===== src/rtl/ecc_arbiter_if.sv =====
`default_nettype none
// ============================================================================
// Module      : ecc_arbiter_if
// Description : TX/RX requester and ecc datapath bundle seen by ecc_arbiter.
// Revision    : 1.0  initial release
// ============================================================================

`ifndef PACKET_SIZE
`define PACKET_SIZE 11
`endif
`ifndef FRAME_SIZE
`define FRAME_SIZE 15
`endif
`ifndef OP_ENCODE
`define OP_ENCODE 1'b0
`endif
`ifndef OP_DECODE
`define OP_DECODE 1'b1
`endif

interface ecc_arbiter_if #(
    parameter int PACKET_SIZE = `PACKET_SIZE,
    parameter int FRAME_SIZE  = `FRAME_SIZE
);
    logic                   tx_req;
    logic [PACKET_SIZE-1:0] tx_packet;
    logic                   tx_ack;
    logic [FRAME_SIZE-1:0]  tx_frame;

    logic                   rx_req;
    logic [FRAME_SIZE-1:0]  rx_frame;
    logic                   rx_ack;
    logic [PACKET_SIZE-1:0] rx_data;
    logic                   rx_ok;

    logic [PACKET_SIZE-1:0] ecc_packet;
    logic [FRAME_SIZE-1:0]  ecc_frame;
    logic                   ecc_operation;
    logic [FRAME_SIZE-1:0]  ecc_codeword;
    logic [PACKET_SIZE-1:0] ecc_data;
    logic                   ecc_irq;
    logic                   ecc_correct;

    logic                   timeout;
    logic [7:0]             err_count;

    // Environment side: requesters plus the ecc datapath.
    modport master (
        output tx_req, tx_packet, rx_req, rx_frame,
        output ecc_codeword, ecc_data, ecc_irq, ecc_correct,
        input  tx_ack, tx_frame, rx_ack, rx_data, rx_ok,
        input  ecc_packet, ecc_frame, ecc_operation, timeout, err_count
    );

    // Arbiter side.
    modport slave (
        input  tx_req, tx_packet, rx_req, rx_frame,
        input  ecc_codeword, ecc_data, ecc_irq, ecc_correct,
        output tx_ack, tx_frame, rx_ack, rx_data, rx_ok,
        output ecc_packet, ecc_frame, ecc_operation, timeout, err_count
    );
endinterface

`default_nettype wire


===== src/rtl/ecc_arbiter.sv =====
`default_nettype none
// ============================================================================
// Module      : ecc_arbiter
// Description : Round-robin sequencer sharing one ecc engine between a TX
//               encode requester and an RX decode requester, with watchdog.
//               Optional: define ECC_ARB_ERR_COUNT_EN to build err_count.
// Revision    : 1.0  initial release
// ============================================================================

`ifndef PACKET_SIZE
`define PACKET_SIZE 11
`endif
`ifndef FRAME_SIZE
`define FRAME_SIZE 15
`endif
`ifndef OP_ENCODE
`define OP_ENCODE 1'b0
`endif
`ifndef OP_DECODE
`define OP_DECODE 1'b1
`endif

module ecc_arbiter #(
    parameter int PACKET_SIZE = `PACKET_SIZE,
    parameter int FRAME_SIZE  = `FRAME_SIZE,
    parameter int TIMEOUT     = 16
) (
    input  wire logic   clk,
    input  wire logic   reset,
    ecc_arbiter_if.slave bus
);

    typedef enum logic [1:0] {
        S_IDLE  = 2'd0,
        S_ISSUE = 2'd1,
        S_WAIT  = 2'd2,
        S_DONE  = 2'd3
    } state_t;

    localparam logic [7:0] c_tmo_last = 8'(TIMEOUT - 1);

    state_t                 r_state;
    logic                   r_last_rx;
    logic                   r_grant_rx;
    logic [7:0]             r_cnt;
    logic                   r_tx_ack;
    logic                   r_rx_ack;
    logic                   r_timeout;
    logic                   r_rx_ok;
    logic [FRAME_SIZE-1:0]  r_tx_frame;
    logic [PACKET_SIZE-1:0] r_rx_data;
    logic [PACKET_SIZE-1:0] r_ecc_packet;
    logic [FRAME_SIZE-1:0]  r_ecc_frame;
    logic                   r_ecc_op;

    // TX wins when RX is idle or when RX was the side served last.
    logic w_pick_tx;
    assign w_pick_tx = bus.tx_req && (!bus.rx_req || r_last_rx);

    always_ff @(posedge clk) begin
        if (reset) begin
            r_state      <= S_IDLE;
            r_last_rx    <= 1'b1;
            r_grant_rx   <= 1'b0;
            r_cnt        <= 8'd0;
            r_tx_ack     <= 1'b0;
            r_rx_ack     <= 1'b0;
            r_timeout    <= 1'b0;
            r_rx_ok      <= 1'b0;
            r_tx_frame   <= '0;
            r_rx_data    <= '0;
            r_ecc_packet <= '0;
            r_ecc_frame  <= '0;
            r_ecc_op     <= `OP_ENCODE;
        end else begin
            case (r_state)
                S_IDLE: begin
                    if (w_pick_tx) begin
                        r_grant_rx   <= 1'b0;
                        r_ecc_packet <= bus.tx_packet;
                        r_ecc_op     <= `OP_ENCODE;
                        r_state      <= S_ISSUE;
                    end else if (bus.rx_req) begin
                        r_grant_rx  <= 1'b1;
                        r_ecc_frame <= bus.rx_frame;
                        r_ecc_op    <= `OP_DECODE;
                        r_state     <= S_ISSUE;
                    end
                end

                S_ISSUE: begin
                    r_cnt   <= 8'd0;
                    r_state <= S_WAIT;
                end

                S_WAIT: begin
                    if (bus.ecc_irq) begin
                        if (r_grant_rx) begin
                            r_rx_data <= bus.ecc_data;
                            r_rx_ok   <= bus.ecc_correct;
                            r_rx_ack  <= 1'b1;
                        end else begin
                            r_tx_frame <= bus.ecc_codeword;
                            r_tx_ack   <= 1'b1;
                        end
                        r_state <= S_DONE;
                    end else if (r_cnt == c_tmo_last) begin
                        // Abort: data registers keep their previous contents.
                        r_timeout <= 1'b1;
                        if (r_grant_rx) begin
                            r_rx_ok  <= 1'b0;
                            r_rx_ack <= 1'b1;
                        end else begin
                            r_tx_ack <= 1'b1;
                        end
                        r_state <= S_DONE;
                    end else begin
                        r_cnt <= r_cnt + 8'd1;
                    end
                end

                S_DONE: begin
                    r_tx_ack  <= 1'b0;
                    r_rx_ack  <= 1'b0;
                    r_timeout <= 1'b0;
                    r_last_rx <= r_grant_rx;
                    r_state   <= S_IDLE;
                end

                default: r_state <= S_IDLE;
            endcase
        end
    end

`ifdef ECC_ARB_ERR_COUNT_EN
    logic [7:0] r_err_count;

    always_ff @(posedge clk) begin
        if (reset) begin
            r_err_count <= 8'd0;
        end else if (r_state == S_DONE && r_grant_rx && !r_rx_ok
                     && r_err_count != 8'hFF) begin
            r_err_count <= r_err_count + 8'd1;
        end
    end

    assign bus.err_count = r_err_count;
`else
    assign bus.err_count = 8'd0;
`endif

    assign bus.tx_ack        = r_tx_ack;
    assign bus.tx_frame      = r_tx_frame;
    assign bus.rx_ack        = r_rx_ack;
    assign bus.rx_data       = r_rx_data;
    assign bus.rx_ok         = r_rx_ok;
    assign bus.ecc_packet    = r_ecc_packet;
    assign bus.ecc_frame     = r_ecc_frame;
    assign bus.ecc_operation = r_ecc_op;
    assign bus.timeout       = r_timeout;

endmodule

`default_nettype wire


===== src/flat_wrapper.sv =====
// flat-port wrapper written by rule: the top's interface ports become plain ports
module ecc_arbiter_flat 
#(
    parameter int PACKET_SIZE = `PACKET_SIZE,
    parameter int FRAME_SIZE  = `FRAME_SIZE,
    parameter int TIMEOUT     = 16
)
  (clk, reset, bus_tx_req, bus_tx_packet, bus_rx_req, bus_rx_frame, bus_ecc_codeword, bus_ecc_data, bus_ecc_irq, bus_ecc_correct, bus_tx_ack, bus_tx_frame, bus_rx_ack, bus_rx_data, bus_rx_ok, bus_ecc_packet, bus_ecc_frame, bus_ecc_operation, bus_timeout, bus_err_count);
  ecc_arbiter_if #(.PACKET_SIZE(PACKET_SIZE), .FRAME_SIZE(FRAME_SIZE)) bus_i ();
  input  wire logic clk;
  input  wire logic reset;
  input wire logic [$bits(bus_i.tx_req)-1:0] bus_tx_req;
  input wire logic [$bits(bus_i.tx_packet)-1:0] bus_tx_packet;
  input wire logic [$bits(bus_i.rx_req)-1:0] bus_rx_req;
  input wire logic [$bits(bus_i.rx_frame)-1:0] bus_rx_frame;
  input wire logic [$bits(bus_i.ecc_codeword)-1:0] bus_ecc_codeword;
  input wire logic [$bits(bus_i.ecc_data)-1:0] bus_ecc_data;
  input wire logic [$bits(bus_i.ecc_irq)-1:0] bus_ecc_irq;
  input wire logic [$bits(bus_i.ecc_correct)-1:0] bus_ecc_correct;
  output wire logic [$bits(bus_i.tx_ack)-1:0] bus_tx_ack;
  output wire logic [$bits(bus_i.tx_frame)-1:0] bus_tx_frame;
  output wire logic [$bits(bus_i.rx_ack)-1:0] bus_rx_ack;
  output wire logic [$bits(bus_i.rx_data)-1:0] bus_rx_data;
  output wire logic [$bits(bus_i.rx_ok)-1:0] bus_rx_ok;
  output wire logic [$bits(bus_i.ecc_packet)-1:0] bus_ecc_packet;
  output wire logic [$bits(bus_i.ecc_frame)-1:0] bus_ecc_frame;
  output wire logic [$bits(bus_i.ecc_operation)-1:0] bus_ecc_operation;
  output wire logic [$bits(bus_i.timeout)-1:0] bus_timeout;
  output wire logic [$bits(bus_i.err_count)-1:0] bus_err_count;
  assign bus_i.tx_req = bus_tx_req;
  assign bus_i.tx_packet = bus_tx_packet;
  assign bus_i.rx_req = bus_rx_req;
  assign bus_i.rx_frame = bus_rx_frame;
  assign bus_i.ecc_codeword = bus_ecc_codeword;
  assign bus_i.ecc_data = bus_ecc_data;
  assign bus_i.ecc_irq = bus_ecc_irq;
  assign bus_i.ecc_correct = bus_ecc_correct;
  assign bus_tx_ack = bus_i.tx_ack;
  assign bus_tx_frame = bus_i.tx_frame;
  assign bus_rx_ack = bus_i.rx_ack;
  assign bus_rx_data = bus_i.rx_data;
  assign bus_rx_ok = bus_i.rx_ok;
  assign bus_ecc_packet = bus_i.ecc_packet;
  assign bus_ecc_frame = bus_i.ecc_frame;
  assign bus_ecc_operation = bus_i.ecc_operation;
  assign bus_timeout = bus_i.timeout;
  assign bus_err_count = bus_i.err_count;
  ecc_arbiter #(.PACKET_SIZE(PACKET_SIZE), .FRAME_SIZE(FRAME_SIZE), .TIMEOUT(TIMEOUT)) u_core (.clk(clk), .reset(reset), .bus(bus_i));
endmodule

===== config.mk =====
export PLATFORM = sky130hd
export DESIGN_NAME = ecc_arbiter_flat
export DESIGN_NICKNAME = d
export VERILOG_FILES = /design/src/rtl/ecc_arbiter_if.sv /design/src/rtl/ecc_arbiter.sv /design/src/flat_wrapper.sv
export SDC_FILE = /design/constraint.sdc
export NUM_CORES = 1
export LEC_CHECK = 0
export CAP_MARGIN = 20
export CORE_MARGIN = 2
export CORE_UTILIZATION = 45
export CTS_BUF_LIST = sky130_fd_sc_hd__clkbuf_4 sky130_fd_sc_hd__clkbuf_8 sky130_fd_sc_hd__clkbuf_16
export DETAILED_ROUTE_END_ITERATION = 7
export PLACE_DENSITY_LB_ADDON = 0.15
export SYNTH_ARGS = -nofsm -noshare
export SYNTH_HDL_FRONTEND = slang
export SYNTH_SLANG_ARGS = --single-unit

===== constraint.sdc =====
create_clock -name clk -period 3.8 [get_ports clk]
set_clock_uncertainty 0.05 [all_clocks]
set_input_delay 0.57 -clock clk [delete_from_list [all_inputs] [get_ports clk]]
set_output_delay 0.57 -clock clk [all_outputs]
set_load 0.01 [all_outputs]

==> impl_metrics.py <==
metrics = {
    "drt": {
        "detail_route.drc_violations": 0,
        "detail_route.iter0.violations": 125,
        "antenna_violating_nets_post_route": 0,
        "finalWirelength_um": 6630,
        "via_count": 2539,
        "drt-pass1-iter-count": 4,
        "detail_route.wl_per_cell_um": 13.0,
        "post_drt_via_cell_ratio": 4.97,
    },
    "grt": {
        "grt_usage_pct": 20.0,
        "first_pass_grt_wire_length_um": 10300,
        "antenna_found_initial": 0,
        "grt_max_degree": 67,
        "globalRoute.totalOverflow": 0,
        "grt_pass1_vias": 2362,
    },
    "timing": {
        "rsz0062_at_grt": "no",
        "worst-slew-pin-transition_ns": 0.679,
        "max_freq_mhz": 486,
        "final.min_clock_period_ns": 2.06,
        "timing.hold.ws_ns": 0.402,
        "slew_viol_final": 0,
        "timing.slew.headroom_pct": 54.7,
        "setup_violations": 0,
        "report.final.hold_viol_count": 0,
        "final.setup.tns_ns": 0,
        "post-route-period-util_pct": 54.2,
    },
    "critical_path": {
        "critical_path.startpoint_type": "flop",
        "worst_path_largest_cell_delay_ns": 0.52,
        "cp-startpoint": "u_core.r_state[0]$_SDFFE_PP0P_",
        "worstPathMaxFanout": 15,
        "cp_data_arrival_time_ns": 2.27,
        "critical_path_class": "reg -> reg",
        "cp_data_required_time_ns": 4.01,
        "cpMaxStageDelayCell": "and2_1",
        "critPathCaptureType": "flop",
        "cp_cell_sequence": "inv_1, ha_1, nor2b_1, and2_1, nand2_1, a21oi_1",
        "critical_path.top_delay_family": "simple AND/OR/NAND/NOR gates",
        "timing.rr.start": "u_core.r_state[0]$_SDFFE_PP0P_",
        "worstPathBufferInverterCount": 1,
    },
    "cells_and_area": {
        "finish.net_count": 497,
        "instances_no_fill": 511,
        "regArea_mm2": 0.00136,
        "multi_input_area_mm2": 0.00123,
        "fillCellCount": 508,
        "layout-area-overhead-vs-synth_pct": 48.7,
        "antenna_diodes": 0,
        "layout-drive-gt1-share_pct": 4.82,
        "postLayoutCoreUtil_pct": 68.8,
    },
    "floorplan": {
        "dieArea_mm2": 0.00669,
        "fp-row-count": 28,
        "num_io_pins": 123,
        "core-area_mm2": 0.00589,
        "floorplan.die.width_um": 81.8,
        "fp.dieH_um": 81.8,
        "initial_utilization_pct": 46.2,
    },
    "logic_synthesis": {
        "ys_ff_latch": 68,
        "yosys.cell_count.top_type": "nand2_1",
        "yosysTopAreaCell": "dfxtp_1",
        "synthesis.instances": 326,
        "synth.top_cell.area_share_pct": 50.0,
        "synth.top_cells.by_count": "93 x nand2_1, 68 x dfxtp_1, 47 x a21oi_1",
        "share_of_synthesized_flip_flops_with_an_asynchronous_set_or_reset_pct": 0,
        "syn_area_mm2": 0.00272,
        "yosysWarningCount": 0,
        "synth_area_leaders": "dfxtp_1 50%, nand2_1 13%, a21oi_1 8.6%, mux2i_1 4.8%, ha_1 2.8%",
        "synth_edf_count": 0,
        "syn_area_per_cell_um2": 8.35,
        "yosysSeqAreaShare_pct": 50.0,
        "synth_cell_type_count": 38,
        "synth_top_flop_cell": "dfxtp_1",
    },
    "power_and_ir_drop": {
        "sw_frac_of_total_pct": 29.1,
        "power.density_mw_per_mm2": 489,
        "net-switching-power_w": 0.000576,
        "power_leakage_nw": 1.51,
        "sequentialPowerShare_pct": 42.5,
        "cell_internal_pwr_w": 0.00140,
        "ir_drop_mv": 0.360,
        "combPwrFrac_pct": 27.9,
        "clock_power_share_pct": 29.6,
    },
    "placed_design": {
        "detailed_place_hpwl_um": 4630,
        "placement.io_buffers": 114,
        "finalWeightedCongestion": 0.776,
        "placedCellCount": 497,
    },
    "clocking": {
        "cts_tree": "yes",
        "cts.path.max_buffers": 2,
        "worstSkewPairLatency_ns": 0.33,
        "cts.clk_slew.worst_paths_ns": 0.07,
        "cts_made_buffers": 9,
        "clk_root_buffer_cell": "clkbuf_8",
        "cts_repair_resize_count": 0,
        "h-tree-depth": 3,
        "clkSinkCount": 68,
        "holdBufCountCts": 0,
        "post_cts_buffers": 0,
    },
    "worst_hold_path": {
        "hold_start": "u_core.bus.rx_data[0]$_SDFFE_PP0P_",
        "hold_path_class": "reg -> reg",
    },
    "status": {
        "outcome": "completed",
    },
    "run": {
        "max_cap_viol_count": 0,
    },
}
## per-layer routing
layer	global-route usage [%]	wire length, um	vias to the layer above
li1	-	-	1292
met1	22.8	2790	1133
met2	33.3	3140	101
met3	7.03	579	13
met4	9.67	111	0
met5	0	0	-
## cell families (layout without fill, tap and decap cells)
| kind of cell | count (synthesis) | after routing | synth area share, % |
|---|---|---|---|
| other | 1 | 8 | 0.138 |
| muxes | 14 | 14 | 5.20 |
| and+or+nand+nor | 141 | 141 | 22.2 |
| adders and majority gates | 6 | 6 | 2.76 |
| buffers and inverters | 32 | 135 | 5.84 |
| DFF | 68 | 68 | 50.0 |
| AOI/OAI and AO/OA | 64 | 64 | 13.9 |
## worst paths after layout
path                                               to  slack, ns  cells after the start
setup / recovery  u_core.bus.tx_frame[7]$_SDFFE_PP0P_       1.74                      6
hold / removal     u_core.bus.rx_data[0]$_SDFFE_PP0P_       0.40                      2
setup reg to reg  u_core.bus.tx_frame[7]$_SDFFE_PP0P_       1.74                      6
hold reg to reg    u_core.bus.rx_data[0]$_SDFFE_PP0P_       0.40                      2
## cell usage in the layout, fill, tap and decap left out, types with 2 or more instances in the layout
cell type	netlist	routed
clkdlybuf4s50_1	0	113
nand2_1	93	93
dfxtp_1	68	68
a21oi_1	47	47
nor2_1	16	16
mux2i_1	13	13
clkbuf_8	0	11
nand3_1	10	10
conb_1	1	8
ha_1	6	6
nand4_1	5	5
inv_1	4	4
and3_1	4	4
a211oi_1	3	3
nand2b_1	3	3
o211ai_1	2	2
o21a_1	2	2
or4_1	2	2
o2111ai_1	2	2
o31ai_1	2	2
buf_4	9	2
## worst reg2reg max path, cell delays in order (launching register included)
cell and delay (ns):
dfxtp_1 0.35, inv_1 0.11, ha_1 0.40, nor2b_1 0.30, and2_1 0.52, nand2_1 0.13, a21oi_1 0.13
## state kept, by name, summed over array words and instances, names as in the netlist
| signal | count |
|---|---|
| u_core.r_state | 2 |
| u_core.bus.rx_ack | 1 |
| u_core.bus.tx_frame | 15 |
| u_core.bus.tx_ack | 1 |
| u_core.bus.rx_data | 11 |
| u_core.bus.rx_ok | 1 |
| u_core.r_last_rx | 1 |
| u_core.bus.ecc_packet | 11 |
| u_core.r_grant_rx | 1 |
| u_core.bus.ecc_frame | 15 |
| u_core.bus.timeout | 1 |
| u_core.r_cnt | 8 |
## through the flow
| step | instance area, um^2 | power [W] | worst slack (ns) |
|---|---|---|---|
| CTS | 4050 | 0.00200 | 1.72 |
| global placement | 3850 | 0.00140 | 1.63 |
| floorplan | 2750 | 0.00117 | 2.13 |
| detailed placement | 3850 | 0.00141 | 1.57 |
| global route | 4050 | 0.00209 | 1.54 |
| finish | 4050 | 0.00198 | 1.74 |
## area by class of cell
type	instances	area share, %
Sequential cell	68	33.6
Inverter	5	0.464
Timing Repair Buffer	116	28.4
Clock inverter	2	0.866
Clock buffer	12	3.93
Multi-Input combinational cell	233	30.3
Tap cell	75	2.32
## power groups by stage
stage	Clock [W]	Sequential, W	Combinational (W)
after floorplan	0	0.000879	0.000295
after global placement	0	0.000855	0.000545
after detailed placement	0	0.000857	0.000555
after CTS	0.000600	0.000842	0.000557
after global routing	0.000632	0.000851	0.000609
final	0.000586	0.000841	0.000551
Power figures use the tool's default switching activity.
